==> src/rtl/mem_arb_pkg.sv <==
`default_nettype none
// +----------------------------------------------------------------------+
// | mem_arb_pkg                                                          |
// | Shared types and vector addresses for the memory port arbiter.       |
// | Revision: 1.0                                                        |
// +----------------------------------------------------------------------+
package mem_arb_pkg;

  typedef enum logic [0:0] {
    ST_IDLE = 1'b0,
    ST_BUSY = 1'b1
  } state_e;

  typedef enum logic [1:0] {
    OWN_NONE  = 2'd0,
    OWN_FETCH = 2'd1,
    OWN_DATA  = 2'd2,
    OWN_VEC   = 2'd3
  } owner_e;

  localparam logic RESET_VEC = 1'b0;
  localparam logic INTR_VEC  = 1'b1;

endpackage
`default_nettype wire

==> src/rtl/mem_port_arbiter_if.sv <==
`default_nettype none
// +----------------------------------------------------------------------+
// | mem_port_arbiter_if                                                  |
// | Requester, memory and status signals of the shared memory port.      |
// | Revision: 1.0                                                        |
// +----------------------------------------------------------------------+
interface mem_port_arbiter_if #(
  parameter int AW = 8,
  parameter int DW = 8
);
  logic          fetch_req;
  logic [AW-1:0] fetch_addr;
  logic          fetch_gnt;
  logic          fetch_done;
  logic          fetch_stall;
  logic          data_req;
  logic          data_we;
  logic [AW-1:0] data_addr;
  logic [DW-1:0] data_wdata;
  logic          data_gnt;
  logic          data_done;
  logic          vec_req;
  logic          vec_sel;
  logic          vec_gnt;
  logic          vec_done;
  logic [AW-1:0] mem_addr;
  logic [DW-1:0] mem_wdata;
  logic          mem_re;
  logic          mem_we;
  logic [DW-1:0] mem_rdata;
  logic [DW-1:0] rdata;
  logic          busy;

  modport arb (
    input  fetch_req, fetch_addr, data_req, data_we, data_addr, data_wdata,
           vec_req, vec_sel, mem_rdata,
    output fetch_gnt, fetch_done, fetch_stall, data_gnt, data_done,
           vec_gnt, vec_done, mem_addr, mem_wdata, mem_re, mem_we, rdata, busy
  );

  modport client (
    output fetch_req, fetch_addr, data_req, data_we, data_addr, data_wdata,
           vec_req, vec_sel, mem_rdata,
    input  fetch_gnt, fetch_done, fetch_stall, data_gnt, data_done,
           vec_gnt, vec_done, mem_addr, mem_wdata, mem_re, mem_we, rdata, busy
  );
endinterface
`default_nettype wire

==> src/rtl/mem_arb_pick.sv <==
`default_nettype none
// +----------------------------------------------------------------------+
// | mem_arb_pick                                                         |
// | Combinational requester selection: vec > data > fetch, with fetch    |
// | promoted over data once data has starved it.                         |
// | Revision: 1.0                                                        |
// +----------------------------------------------------------------------+
module mem_arb_pick
  import mem_arb_pkg::*;
(
  input  wire    i_vec_req,
  input  wire    i_data_req,
  input  wire    i_fetch_req,
  input  wire    i_starved,
  output owner_e o_pick
);

  always_comb begin
    o_pick = OWN_NONE;
    if (i_vec_req)
      o_pick = OWN_VEC;
    else if (i_data_req && !(i_fetch_req && i_starved))
      o_pick = OWN_DATA;
    else if (i_fetch_req)
      o_pick = OWN_FETCH;
  end

endmodule
`default_nettype wire

==> src/rtl/mem_port_arbiter.sv <==
`default_nettype none
// +----------------------------------------------------------------------+
// | mem_port_arbiter                                                     |
// | Single-port memory arbiter for fetch, data and vector requesters.    |
// | Revision: 1.0                                                        |
// +----------------------------------------------------------------------+
module mem_port_arbiter
  import mem_arb_pkg::*;
#(
  parameter int AW         = 8,
  parameter int DW         = 8,
  parameter int MEM_LAT    = 2,
  parameter int STARVE_MAX = 3
) (
  input wire               clk,
  input wire               reset_n,
  mem_port_arbiter_if.arb  bus
);

  localparam int c_LW = $clog2(MEM_LAT) + 1;
  localparam int c_SW = $clog2(STARVE_MAX + 1) + 1;
  localparam logic [c_LW-1:0] c_LAT_LAST   = c_LW'(MEM_LAT - 1);
  localparam logic [c_SW-1:0] c_STARVE_MAX = c_SW'(STARVE_MAX);

  state_e          r_state;
  owner_e          r_owner;
  logic [AW-1:0]   r_addr;
  logic [DW-1:0]   r_wdata;
  logic            r_we;
  logic [c_LW-1:0] r_lat_cnt;
  logic [c_SW-1:0] r_starve_cnt;
  logic [DW-1:0]   r_rdata;

  owner_e w_pick;
  owner_e w_grant;
  owner_e w_done;
  logic   w_last;
  logic   w_busy;

  mem_arb_pick u_pick (
    .i_vec_req   (bus.vec_req),
    .i_data_req  (bus.data_req),
    .i_fetch_req (bus.fetch_req),
    .i_starved   (r_starve_cnt == c_STARVE_MAX),
    .o_pick      (w_pick)
  );

  // Grants are combinational from the requests, so they are masked during reset.
  assign w_busy  = (r_state == ST_BUSY);
  assign w_grant = (reset_n && !w_busy) ? w_pick : OWN_NONE;
  assign w_last  = w_busy && (r_lat_cnt == c_LAT_LAST);
  assign w_done  = w_last ? r_owner : OWN_NONE;

  assign bus.fetch_gnt   = (w_grant == OWN_FETCH);
  assign bus.data_gnt    = (w_grant == OWN_DATA);
  assign bus.vec_gnt     = (w_grant == OWN_VEC);
  assign bus.fetch_done  = (w_done == OWN_FETCH);
  assign bus.data_done   = (w_done == OWN_DATA);
  assign bus.vec_done    = (w_done == OWN_VEC);
  assign bus.fetch_stall = reset_n && !bus.fetch_done &&
                           (bus.fetch_req || (w_busy && r_owner == OWN_FETCH));
  assign bus.busy        = w_busy;
  assign bus.mem_addr    = r_addr;
  assign bus.mem_wdata   = r_wdata;
  assign bus.mem_re      = w_busy && !r_we;
  assign bus.mem_we      = w_busy && r_we && (r_lat_cnt == '0);
  assign bus.rdata       = (w_done != OWN_NONE) ? bus.mem_rdata : r_rdata;

  always_ff @(posedge clk or negedge reset_n) begin
    if (!reset_n) begin
      r_state      <= ST_IDLE;
      r_owner      <= OWN_NONE;
      r_addr       <= '0;
      r_wdata      <= '0;
      r_we         <= 1'b0;
      r_lat_cnt    <= '0;
      r_starve_cnt <= '0;
      r_rdata      <= '0;
    end else begin
      case (r_state)
        ST_IDLE: begin
          if (w_pick != OWN_NONE) begin
            r_state   <= ST_BUSY;
            r_owner   <= w_pick;
            r_lat_cnt <= '0;
            r_we      <= 1'b0;
            case (w_pick)
              OWN_VEC:   r_addr <= AW'(bus.vec_sel ? INTR_VEC : RESET_VEC);
              OWN_DATA: begin
                r_addr  <= bus.data_addr;
                r_wdata <= bus.data_wdata;
                r_we    <= bus.data_we;
              end
              OWN_FETCH: r_addr <= bus.fetch_addr;
              default: ;
            endcase
            if (w_pick == OWN_FETCH)
              r_starve_cnt <= '0;
            else if (w_pick == OWN_DATA && bus.fetch_req && r_starve_cnt != c_STARVE_MAX)
              r_starve_cnt <= r_starve_cnt + 1'b1;
          end
        end
        ST_BUSY: begin
          r_lat_cnt <= r_lat_cnt + 1'b1;
          if (w_last) begin
            r_state <= ST_IDLE;
            r_owner <= OWN_NONE;
            r_rdata <= bus.mem_rdata;
          end
        end
        default: r_state <= ST_IDLE;
      endcase
    end
  end

endmodule
`default_nettype wire

==> src/flat_wrapper.sv <==
// flat-port wrapper written by rule: the top's interface ports become plain ports
module mem_port_arbiter_flat import mem_arb_pkg::*;
#(
  parameter int AW         = 8,
  parameter int DW         = 8,
  parameter int MEM_LAT    = 2,
  parameter int STARVE_MAX = 3
)
  (clk, reset_n, bus_fetch_req, bus_fetch_addr, bus_data_req, bus_data_we, bus_data_addr, bus_data_wdata, bus_vec_req, bus_vec_sel, bus_mem_rdata, bus_fetch_gnt, bus_fetch_done, bus_fetch_stall, bus_data_gnt, bus_data_done, bus_vec_gnt, bus_vec_done, bus_mem_addr, bus_mem_wdata, bus_mem_re, bus_mem_we, bus_rdata, bus_busy);
  mem_port_arbiter_if #(.AW(AW), .DW(DW)) bus_i ();
  input wire clk;
  input wire reset_n;
  input wire logic [$bits(bus_i.fetch_req)-1:0] bus_fetch_req;
  input wire logic [$bits(bus_i.fetch_addr)-1:0] bus_fetch_addr;
  input wire logic [$bits(bus_i.data_req)-1:0] bus_data_req;
  input wire logic [$bits(bus_i.data_we)-1:0] bus_data_we;
  input wire logic [$bits(bus_i.data_addr)-1:0] bus_data_addr;
  input wire logic [$bits(bus_i.data_wdata)-1:0] bus_data_wdata;
  input wire logic [$bits(bus_i.vec_req)-1:0] bus_vec_req;
  input wire logic [$bits(bus_i.vec_sel)-1:0] bus_vec_sel;
  input wire logic [$bits(bus_i.mem_rdata)-1:0] bus_mem_rdata;
  output wire logic [$bits(bus_i.fetch_gnt)-1:0] bus_fetch_gnt;
  output wire logic [$bits(bus_i.fetch_done)-1:0] bus_fetch_done;
  output wire logic [$bits(bus_i.fetch_stall)-1:0] bus_fetch_stall;
  output wire logic [$bits(bus_i.data_gnt)-1:0] bus_data_gnt;
  output wire logic [$bits(bus_i.data_done)-1:0] bus_data_done;
  output wire logic [$bits(bus_i.vec_gnt)-1:0] bus_vec_gnt;
  output wire logic [$bits(bus_i.vec_done)-1:0] bus_vec_done;
  output wire logic [$bits(bus_i.mem_addr)-1:0] bus_mem_addr;
  output wire logic [$bits(bus_i.mem_wdata)-1:0] bus_mem_wdata;
  output wire logic [$bits(bus_i.mem_re)-1:0] bus_mem_re;
  output wire logic [$bits(bus_i.mem_we)-1:0] bus_mem_we;
  output wire logic [$bits(bus_i.rdata)-1:0] bus_rdata;
  output wire logic [$bits(bus_i.busy)-1:0] bus_busy;
  assign bus_i.fetch_req = bus_fetch_req;
  assign bus_i.fetch_addr = bus_fetch_addr;
  assign bus_i.data_req = bus_data_req;
  assign bus_i.data_we = bus_data_we;
  assign bus_i.data_addr = bus_data_addr;
  assign bus_i.data_wdata = bus_data_wdata;
  assign bus_i.vec_req = bus_vec_req;
  assign bus_i.vec_sel = bus_vec_sel;
  assign bus_i.mem_rdata = bus_mem_rdata;
  assign bus_fetch_gnt = bus_i.fetch_gnt;
  assign bus_fetch_done = bus_i.fetch_done;
  assign bus_fetch_stall = bus_i.fetch_stall;
  assign bus_data_gnt = bus_i.data_gnt;
  assign bus_data_done = bus_i.data_done;
  assign bus_vec_gnt = bus_i.vec_gnt;
  assign bus_vec_done = bus_i.vec_done;
  assign bus_mem_addr = bus_i.mem_addr;
  assign bus_mem_wdata = bus_i.mem_wdata;
  assign bus_mem_re = bus_i.mem_re;
  assign bus_mem_we = bus_i.mem_we;
  assign bus_rdata = bus_i.rdata;
  assign bus_busy = bus_i.busy;
  mem_port_arbiter #(.AW(AW), .DW(DW), .MEM_LAT(MEM_LAT), .STARVE_MAX(STARVE_MAX)) u_core (.clk(clk), .reset_n(reset_n), .bus(bus_i));
endmodule
==> config.mk <==
export PLATFORM = sky130hd
export DESIGN_NAME = mem_port_arbiter_flat
export DESIGN_NICKNAME = d
export VERILOG_FILES = /design/src/rtl/mem_arb_pkg.sv /design/src/rtl/mem_port_arbiter_if.sv /design/src/rtl/mem_arb_pick.sv /design/src/rtl/mem_port_arbiter.sv /design/src/flat_wrapper.sv
export SDC_FILE = /design/constraint.sdc
export NUM_CORES = 1
export LEC_CHECK = 0
export ABC_AREA = 1
export CAP_MARGIN = 15
export CORE_MARGIN = 10
export CORE_UTILIZATION = 48
export CTS_BUF_LIST = sky130_fd_sc_hd__clkbuf_8
export DETAILED_ROUTE_END_ITERATION = 16
export GPL_TIMING_DRIVEN = 0
export PLACE_DENSITY = 0.84
export SYNTH_ARGS = -nofsm -noshare
export SYNTH_HDL_FRONTEND = slang
export SYNTH_HIERARCHICAL = 1
export SYNTH_SLANG_ARGS = --single-unit
==> constraint.sdc <==
create_clock -name clk -period 3.4 [get_ports clk]
set_input_delay 0.68 -clock clk [delete_from_list [all_inputs] [get_ports clk]]
set_output_delay 0.68 -clock clk [all_outputs]
set_load 0.05 [all_outputs]
**Word-level counts from Yosys, hierarchy flattened**

Cells that the tools add are included.
Widths: inputs -> output; s select.

- Bitwise operators: 1
- Eq/ne operators: 15
- Mux-type cells: 19
- Reduce and logical (&&, ||, !) cells: 28
- Add/subtract/negate cells: 2

Operator list:

| operator | number |
|---|---|
| $pmux 8 s3 | 1 |
| $mux 2 | 7 |
| $eq 2x2->1 const B | 6 |
| $logic_and 1x1->1 | 12 |
| $eq 2x1->1 const B | 5 |
| $reduce_and 3->1 | 3 |
| $mux 8 | 1 |
| $pmux 2 s2 | 2 |
| $mux 3 | 2 |
| $reduce_and 2->1 | 3 |
| $reduce_bool 2->1 | 3 |
| $mux 1 | 5 |
| $logic_not 1->1 | 4 |
| $add 3x1->3 const B | 1 |
| $eq 3x2->1 const B | 1 |
| $ne 3x2->1 const B | 1 |
| $reduce_bool 3->1 | 1 |
| $add 2x1->2 const B | 1 |
| $logic_not 2->1 | 1 |
| $ne 2x1->1 const B | 1 |
| $ne 2x2->1 const B | 1 |
| $pmux 1 s2 | 1 |
| $logic_or 1x1->1 | 1 |
| $not 1->1 | 1 |

- Output and inout bits: 34
- Logic and storage cells: 73
- Bits in registers: 33
- Input bits: 39

**Logic depth before layout (Yosys ltp)**

Gate-level depths: netlist (run 1).

- Depth after elaboration: 11
- Mapped depth: 12
- Depth with buffers taken out: 12

**Modules after synthesis**

Netlist (run 1), hierarchy kept.

Modules (own cells, without submodules):

| module | seq. area each (um^2) | area an instance (um^2) | cells each | times used |
|---|---|---|---|---|
| mem_port_arbiter | 825.8 | 1785.5 | 226 | 1 |
| mem_arb_pick | 0.0 | 27.5 | 7 | 1 |

**Least setup slack after synthesis (run 1)**

No wires, ideal clock.

- Kind: reg2out
- Start: register u_core.r_starve_cnt[0]
- End: output port bus_data_gnt
- Stages on the path, launching flop included: 8
- Data required time: 2.720 ns
- Arrival: 1.707 ns
- Buffers on the path: 0
- Slack: 1.013 ns
- Cells stage by stage: dfrtp_1 -> ha_1 -> ha_1 -> nand2_1 -> nand2_1 -> nand2_1 -> nand3_1 -> nor2_1

- Cells in the longest elaborated chain, start to end: 8

RTL lines:

| item | line | RTL |
|---|---|---|
| start, declared | mem_port_arbiter.sv:31 | `logic [c_SW-1:0] r_starve_cnt;` |
| start signal, assigned | mem_port_arbiter.sv:100 | `r_starve_cnt <= r_starve_cnt + 1'b1;` |
| $eq 3x2->1 | mem_port_arbiter.sv:44 | `.i_starved (r_starve_cnt == c_STARVE_MAX),` |
| $logic_and 1x1->1 | mem_arb_pick.sv:22 | `else if (i_data_req && !(i_fetch_req && i_starved))` |
| $logic_not 1->1 | mem_arb_pick.sv:22 |  |
| $logic_and 1x1->1 | mem_arb_pick.sv:22 |  |
| $mux 2 | mem_arb_pick.sv:22 |  |
| $mux 2 | mem_arb_pick.sv:20 | `if (i_vec_req)` |
| named net u_core.w_pick[1] | mem_port_arbiter.sv:34 | `owner_e w_pick;` |
| $mux 2 | mem_port_arbiter.sv:50 | `assign w_grant = (reset_n && !w_busy) ? w_pick : OWN_NONE;` |
| $eq 2x2->1 | mem_port_arbiter.sv:55 | `assign bus.data_gnt = (w_grant == OWN_DATA);` |
| end, declared | flat_wrapper.sv:25 | `output wire logic [$bits(bus_i.data_gnt)-1:0] bus_data_gnt;` |

The timed path passes the listed nets, and every way through them passes these cells.

**Worst setup path after layout (run 1)**

- Start: input port bus_fetch_req
- End: output port bus_vec_gnt

- Cells in the longest elaborated chain, start to end: 7
- Elaborated cells between the ends (all ways): 8
- Classes of those cells: eq/ne: 1; mux: 4; reduce/logical: 3

RTL lines:

| item | line | RTL |
|---|---|---|
| start, declared | flat_wrapper.sv:13 | `input wire logic [$bits(bus_i.fetch_req)-1:0] bus_fetch_req;` |
| $logic_and 1x1->1 | mem_arb_pick.sv:22 |  |
| $logic_not 1->1 | mem_arb_pick.sv:22 |  |
| $logic_and 1x1->1 | mem_arb_pick.sv:22 |  |
| $mux 2 * | mem_arb_pick.sv:22 |  |
| $mux 2 * | mem_arb_pick.sv:20 |  |
| named net u_core.w_pick[0] | mem_port_arbiter.sv:34 |  |
| $mux 2 * | mem_port_arbiter.sv:50 |  |
| $eq 2x2->1 * | mem_port_arbiter.sv:56 | `assign bus.vec_gnt = (w_grant == OWN_VEC);` |
| end, declared | flat_wrapper.sv:27 | `output wire logic [$bits(bus_i.vec_gnt)-1:0] bus_vec_gnt;` |

Mark *: on every way through the listed nets, which the timed path passes. The rest lies on a longest branch.

==> flow_metrics.tcl, run 1 <==
set metrics [dict create \
    status "finished clean" \
    cts_root_buf "clkbuf_8" \
    cts_resized 0 \
    cts_tree "done" \
    finClkSkew_ps 6.94 \
    power.density_nw_per_um2 1000 \
    grt_antenna_before_repair 0 \
    syn-num-nets 280 \
    multi_input_comb_area_um2 813 \
    p_total_uw 2700 \
    grt_pass1_wl_mm 8.26 \
    cts_buffer_depth 2 \
    min_path_type "in2async" \
    via_count 1754 \
    port_buffers 72 \
    timing.final.crit_period_ps 3220 \
    core_area_um2 3660 \
    reg2reg_depth 10 \
    fmax_mhz 311 \
    max_cap_violations 0 \
    combPwrFrac_pct 61.2 \
    core.rowCount 22 \
    grt_usage_pct 15.9 \
    crit_chain "clkdlybuf4s50_1 -> o21ai_1 -> nand2_1 -> inv_1 -> nor2_1 -> clkdlybuf4s50_1" \
    rrSetupSlack_ps 1160 \
    cp_slowest_stage_delay_ps 830 \
    initial_core_util_pct 49.5 \
    overflow 0 \
    globalplace.congestion 0.816 \
    cp.arrival_ps 2540 \
    worstSetupEndpointType "output port" \
    routed_via_density 4.86 \
    reg2reg_from "u_core/r_starve_cnt[0]" \
    postSynthAreaPerCell_um2 7.78 \
    area_delta_synth_final_pct 49.1 \
    critPathBufInv 3 \
    yosys_warnings 6 \
    irDropWorstVdd_mv 0.633 \
    slew_headroom_pct 47.9 \
    remaining_drc_errors 0 \
    fin_cells 361 \
    syn_inst 233 \
    regArea_um2 826 \
    synth.distinct_cells 18 \
    grt_pass1_vias 1742 \
    rsz0062_at_grt "no" \
    reg2reg_to "u_core/bus.mem_addr[4]" \
    n_fill_cell 291 \
    start_kind "input pin" \
    cts.sinks 33 \
    cell_internal_pwr_uw 1330 \
    layout-drive-gt1-share_pct 9.27 \
    power_switching_uw 1370 \
    path_delay_family "buffers and inverters" \
    io_pins 73 \
    tightest_slew_ps 781 \
    wire_per_inst_um 14.0 \
    final_hold_viol_count 0 \
    clk_latency_ps 290 \
    dieArea_um2 6630 \
    grt_max_degree 37 \
    finalSetupViolCount 0 \
    ys_ff_latch 33 \
    cts-buffers-inserted 5 \
    clkTransAtPathRegs_ps 70 \
    cp.required_ps 2720 \
    syn_area_um2 1810 \
    detailedPlacementHpwl_mm 3.85 \
    postRouteAntennaNets 0 \
    worstPathMaxFanout 5 \
    holdBufCountCts 0 \
    pwr-share-seq_pct 25.0 \
    diodes 0 \
    die_h_um 81.5 \
    final_core_util_pct 73.9 \
    switching_share_pct 50.7 \
    ys_seq_area_share_pct 45.5 \
    power.share.clock_pct 13.7 \
    critPathKind "in2out" \
    cpMostUsedCell "clkdlybuf4s50_1" \
    fp.dieW_um 81.5 \
    postCtsSetupBuffers 0 \
    wl_mm 5.05 \
    maxSlewViolCount 0 \
    dr.pass1.iters 4 \
    fin_crit_sh_pct 94.7 \
    p_leak_uw 0.00134 \
    dr.first_iter.drc_count 104 \
    dp.cells 353 \
    nNetsFinal 359 \
    htreeDepth 2 \
    cp_slowest_cell "clkdlybuf4s50_1" \
]
## cell usage after synthesis, drive strengths merged
cell type | number | area, µm²
nand2 | 87 | 345
dfrtp | 33 | 826
inv | 33 | 126
o21ai | 28 | 181
nand3 | 19 | 95.1
nor2 | 15 | 72.6
ha | 8 | 100
buf | 7 | 47.5
o22ai | 2 | 12.5
a31oi | 1 | 6.26
## layout make-up
class / count / area share, %
Sequential cell: 33 / 30.5
Clock inverter: 3 / 1.71
Buffer: 7 / 1.76
Clock buffer: 5 / 2.55
Inverter: 33 / 4.67
Tap cell: 48 / 2.22
Multi-Input combinational cell: 160 / 30.1
Timing Repair Buffer: 72 / 26.5
## routing by layer
metal	track usage, %	share of wire, %
met1	18.0	39
met2	27.5	53
met3	5.24	6.7
met4	5.54	1.2
met5	0	0
## logic make-up (layout without fill, tap and decap cells)
kind of cell,Yosys count,count (layout),share of synthesized area (%)
buf+inv,40,120,9.59
fa+ha+maj,8,8,5.52
compound gates,31,31,11.0
flops,33,33,45.5
simple gates,121,121,28.3
## worst max path at each step
stage	from	to	slack (ps)	cells past startpoint
after floorplan	u_core/r_starve_cnt[0]	bus_data_gnt	1010	7
after global placement	reset_n	bus_data_gnt	-780	4
after detailed placement	bus_fetch_req	bus_vec_gnt	200	6
after CTS	bus_fetch_req	bus_data_gnt	190	7
after global routing	bus_fetch_req	bus_data_gnt	60	7
final	bus_fetch_req	bus_vec_gnt	180	6
## per-stage QoR
step | setup TNS [ps] | cell area (µm²) | hold slack, ps | setup WS [ps]
after floorplan | 0 | 1810 | 384 | 1010
after CTS | 0 | 2700 | 476 | 190
after global routing | 0 | 2700 | 496 | 57.9
after global placement | -2890 | 2590 | 453 | -784
after detailed placement | 0 | 2590 | 458 | 198
final | 0 | 2700 | 468 | 181
## layout by cell type (no fill, tap or decap)
cell / instances
ha_1: 8
o21ai_4: 1
clkbuf_8: 5
nand3_1: 19
o21ai_2: 8
inv_4: 1
o22ai_1: 2
buf_6: 2
dfrtp_1: 33
clkdlybuf4s50_1: 71
o21ai_1: 1
nand2_8: 1
o21ai_0: 18
a31oi_1: 1
clkinvlp_4: 1
nand2_2: 1
nor2_8: 1
buf_2: 6
inv_1: 32
nand2_1: 85
bufinv_16: 1
nor2_1: 14
clkinv_4: 1
## power by group through the flow
stage | Combinational (µW) | Sequential (µW) | Clock, µW
final | 1660 | 677 | 371
after global routing | 1780 | 701 | 399
after CTS | 1670 | 677 | 376
after detailed placement | 1660 | 680 | 0
after global placement | 1630 | 673 | 0
after floorplan | 833 | 966 | 0
## flip-flops by register name, summed over array words and instances, names as in the netlist
signal                count
u_core/r_lat_cnt          2
u_core/r_rdata            8
u_core/bus.busy           1
u_core/bus.mem_wdata      8
u_core/r_starve_cnt       3
u_core/r_we               1
u_core/bus.mem_addr       8
u_core/r_owner            2
## worst reg2reg max path, stage by stage (launching register included)
cell	delay, ps
dfrtp_1	410
ha_1	210
ha_1	200
nand2_1	70
nand2_1	50
nand2_1	120
inv_1	110
ha_1	280
nor2_8	210
nand3_1	250
o21ai_0	250
(Power assumes the default switching activity.)
==> run 2: changes to the inputs <==
--- a/config.mk
+++ b/config.mk
@@ -7,8 +7,10 @@
 export LEC_CHECK = 0
 export ABC_AREA = 1
 export CAP_MARGIN = 15
+export CELL_PAD_IN_SITES_DETAIL_PLACEMENT = 1
+export CELL_PAD_IN_SITES_GLOBAL_PLACEMENT = 1
 export CORE_MARGIN = 10
-export CORE_UTILIZATION = 48
+export CORE_UTILIZATION = 34
 export CTS_BUF_LIST = sky130_fd_sc_hd__clkbuf_8
 export DETAILED_ROUTE_END_ITERATION = 16
 export GPL_TIMING_DRIVEN = 0
==> run 2 against run 1 <==
Non-clock buffer count did not move; final area increased by 0.60%; sequential share of layout area shrank 0.18 points; clock power down 13%; die area up 30%; combinational power about the same; critical endpoint is now bus_data_gnt; routed wire length up 15%; global-route usage is 2.2 points lower.
==> flow_metrics.tcl, run 2 (synthesis results as in run 1) <==
set metrics [dict create \
    status "finished clean" \
    dr.pass1.iters 4 \
    fmax_mhz 304 \
    worstSetupEndpointType "output port" \
    whs_ps 472 \
    dr.first_iter.drc_count 39 \
    worstPathMaxFanout 4 \
    min_path_type "reg2reg" \
    dp.cells 375 \
    top_layer "met4" \
    die_h_um 93.0 \
    grt_pass1_wl_mm 9.51 \
    layout-drive-gt1-share_pct 9.27 \
    cts.sinks 33 \
    fp.dieW_um 93.0 \
    nNetsFinal 359 \
    regArea_um2 826 \
    final_cell_mix "85 x nand2_1, 70 x clkdlybuf4s50_1, 33 x dfrtp_1" \
    io_pins 73 \
    detailedPlacementHpwl_mm 4.62 \
    finalSetupViolCount 0 \
    rrSetupSlack_ps 1090 \
    final_core_util_pct 52.9 \
    wl_mm 5.82 \
    clk_latency_ps 280 \
    dp_worst_setup_slack_ps 112 \
    wl_met1_mm 2.23 \
    p_leak_uw 0.00135 \
    rsz0062_at_grt "no" \
    cts-buffers-inserted 5 \
    cts_tree "done" \
    area_delta_synth_final_pct 50.0 \
    routed_via_density 4.60 \
    port_buffers 72 \
    irDropWorstVdd_mv 0.472 \
    final_common_cell "nand2_1" \
    grt_max_degree 37 \
    multi_input_comb_area_um2 813 \
    hold-path-endpoint "u_core/bus.mem_wdata[3]" \
    reg2reg_to "u_core/r_starve_cnt[1]" \
    remaining_drc_errors 0 \
    worstHoldStart "u_core/bus.mem_wdata[3]" \
    setup_ws_ps 112 \
    clkTransAtPathRegs_ps 70 \
    cts_root_buf "clkbuf_8" \
    htreeDepth 2 \
    tightest_slew_ps 809 \
    grt_pass1_vias 1910 \
    wire_per_inst_um 15.2 \
    globalplace.congestion 0.693 \
    power.density_nw_per_um2 983 \
    cp.required_ps 2720 \
    maxSlewViolCount 0 \
    fin_crit_sh_pct 96.7 \
    reg2reg_depth 12 \
    grt_usage_pct 13.7 \
    diodes 0 \
    slew_headroom_pct 46.0 \
    wl_met2_mm 3.02 \
    postCtsSetupBuffers 0 \
    cp.arrival_ps 2610 \
    postRouteAntennaNets 0 \
    dieArea_um2 8650 \
    fin_cells 383 \
    overflow 0 \
    core.rowCount 26 \
    initial_core_util_pct 35.3 \
    dr_wl_met3_um 521 \
    final_hold_viol_count 0 \
    start_kind "input pin" \
    cts_buffer_depth 2 \
    critPathKind "in2out" \
    p_total_uw 2670 \
    reg2reg_from "u_core/r_starve_cnt[0]" \
    core_area_um2 5140 \
    max_cap_violations 0 \
    whs_path_depth 2 \
    finClkSkew_ps 4.00 \
    timing.final.crit_period_ps 3290 \
    via_count 1763 \
    grt_antenna_before_repair 0 \
    n_fill_cell 646 \
]
[run 2: cell types whose count changed in the layout (fill, tap and decap cells not counted), sizes merged]
cell           change
clkbuf             +2
dlymetal6s2s       +1
clkdlybuf4s50      -1
clkinvlp           -1
bufinv             -1
[run 2: worst max-delay path, cell delays in order]
cell             delay [ps]
clkdlybuf4s50_1         510
nand2_1                 130
nand2_1                  50
nand2_1                 120
nand3_1                 130
nor2_1                  140
clkdlybuf4s50_1         840
[run 2: layer usage]
| metal | vias up | global-route usage [%] |
|---|---|---|
| li1 | 885 | - |
| met1 | 833 | 14.0 |
| met2 | 40 | 24.7 |
| met3 | 5 | 6.55 |
| met4 | 0 | 3.08 |
| met5 | - | 0 |
[run 2: area by class of cell]
class	instances	area share, %
Timing Repair Buffer	72	26.4
Inverter	33	4.65
Sequential cell	33	30.4
Multi-Input combinational cell	160	29.9
Buffer	7	1.75
Clock inverter	1	0.184
Clock buffer	7	3.54
Tap cell	70	3.22
[run 2: worst max-delay path by stage]
stage	from	cells after the start	to	slack, ps
after floorplan	u_core/r_starve_cnt[0]	7	bus_data_gnt	1010
after global placement	reset_n	4	bus_data_gnt	-860
after detailed placement	reset_n	4	bus_data_gnt	110
after CTS	bus_fetch_req	7	bus_data_gnt	120
after global routing	bus_fetch_req	7	bus_data_gnt	8
final	bus_fetch_req	7	bus_data_gnt	110
[run 2: power breakdown]
| group | internal, µW | switching, µW |
|---|---|---|
| Combinational | 545 | 1130 |
| Clock | 183 | 142 |
| Sequential | 570 | 109 |
| Total | 1300 | 1380 |
[run 2: repair_timing]
item                       in CTS  in global routing
hold endpoints to repair        0                  0
resized for setup               0                  1
setup endpoints to repair       0                  1
hold buffers                    0                  0
[run 2: metrics by stage]
stage,instance area [µm²],setup TNS [ps]
6_report,2720,0
3_5_place_dp,2620,0
3_3_place_gp,2620,-3200
2_1_floorplan,1810,0
5_1_grt,2720,0
4_1_cts,2720,0
==> run 3: changes to the inputs <==
--- a/config.mk
+++ b/config.mk
@@ -12,6 +12,7 @@
 export CORE_MARGIN = 10
 export CORE_UTILIZATION = 34
 export CTS_BUF_LIST = sky130_fd_sc_hd__clkbuf_8
+export CTS_CLUSTER_SIZE = 8
 export DETAILED_ROUTE_END_ITERATION = 16
 export GPL_TIMING_DRIVEN = 0
 export PLACE_DENSITY = 0.84
==> results of run 3 <==
Same layout as run 2: the final DEF is identical, and so are final timing and power.
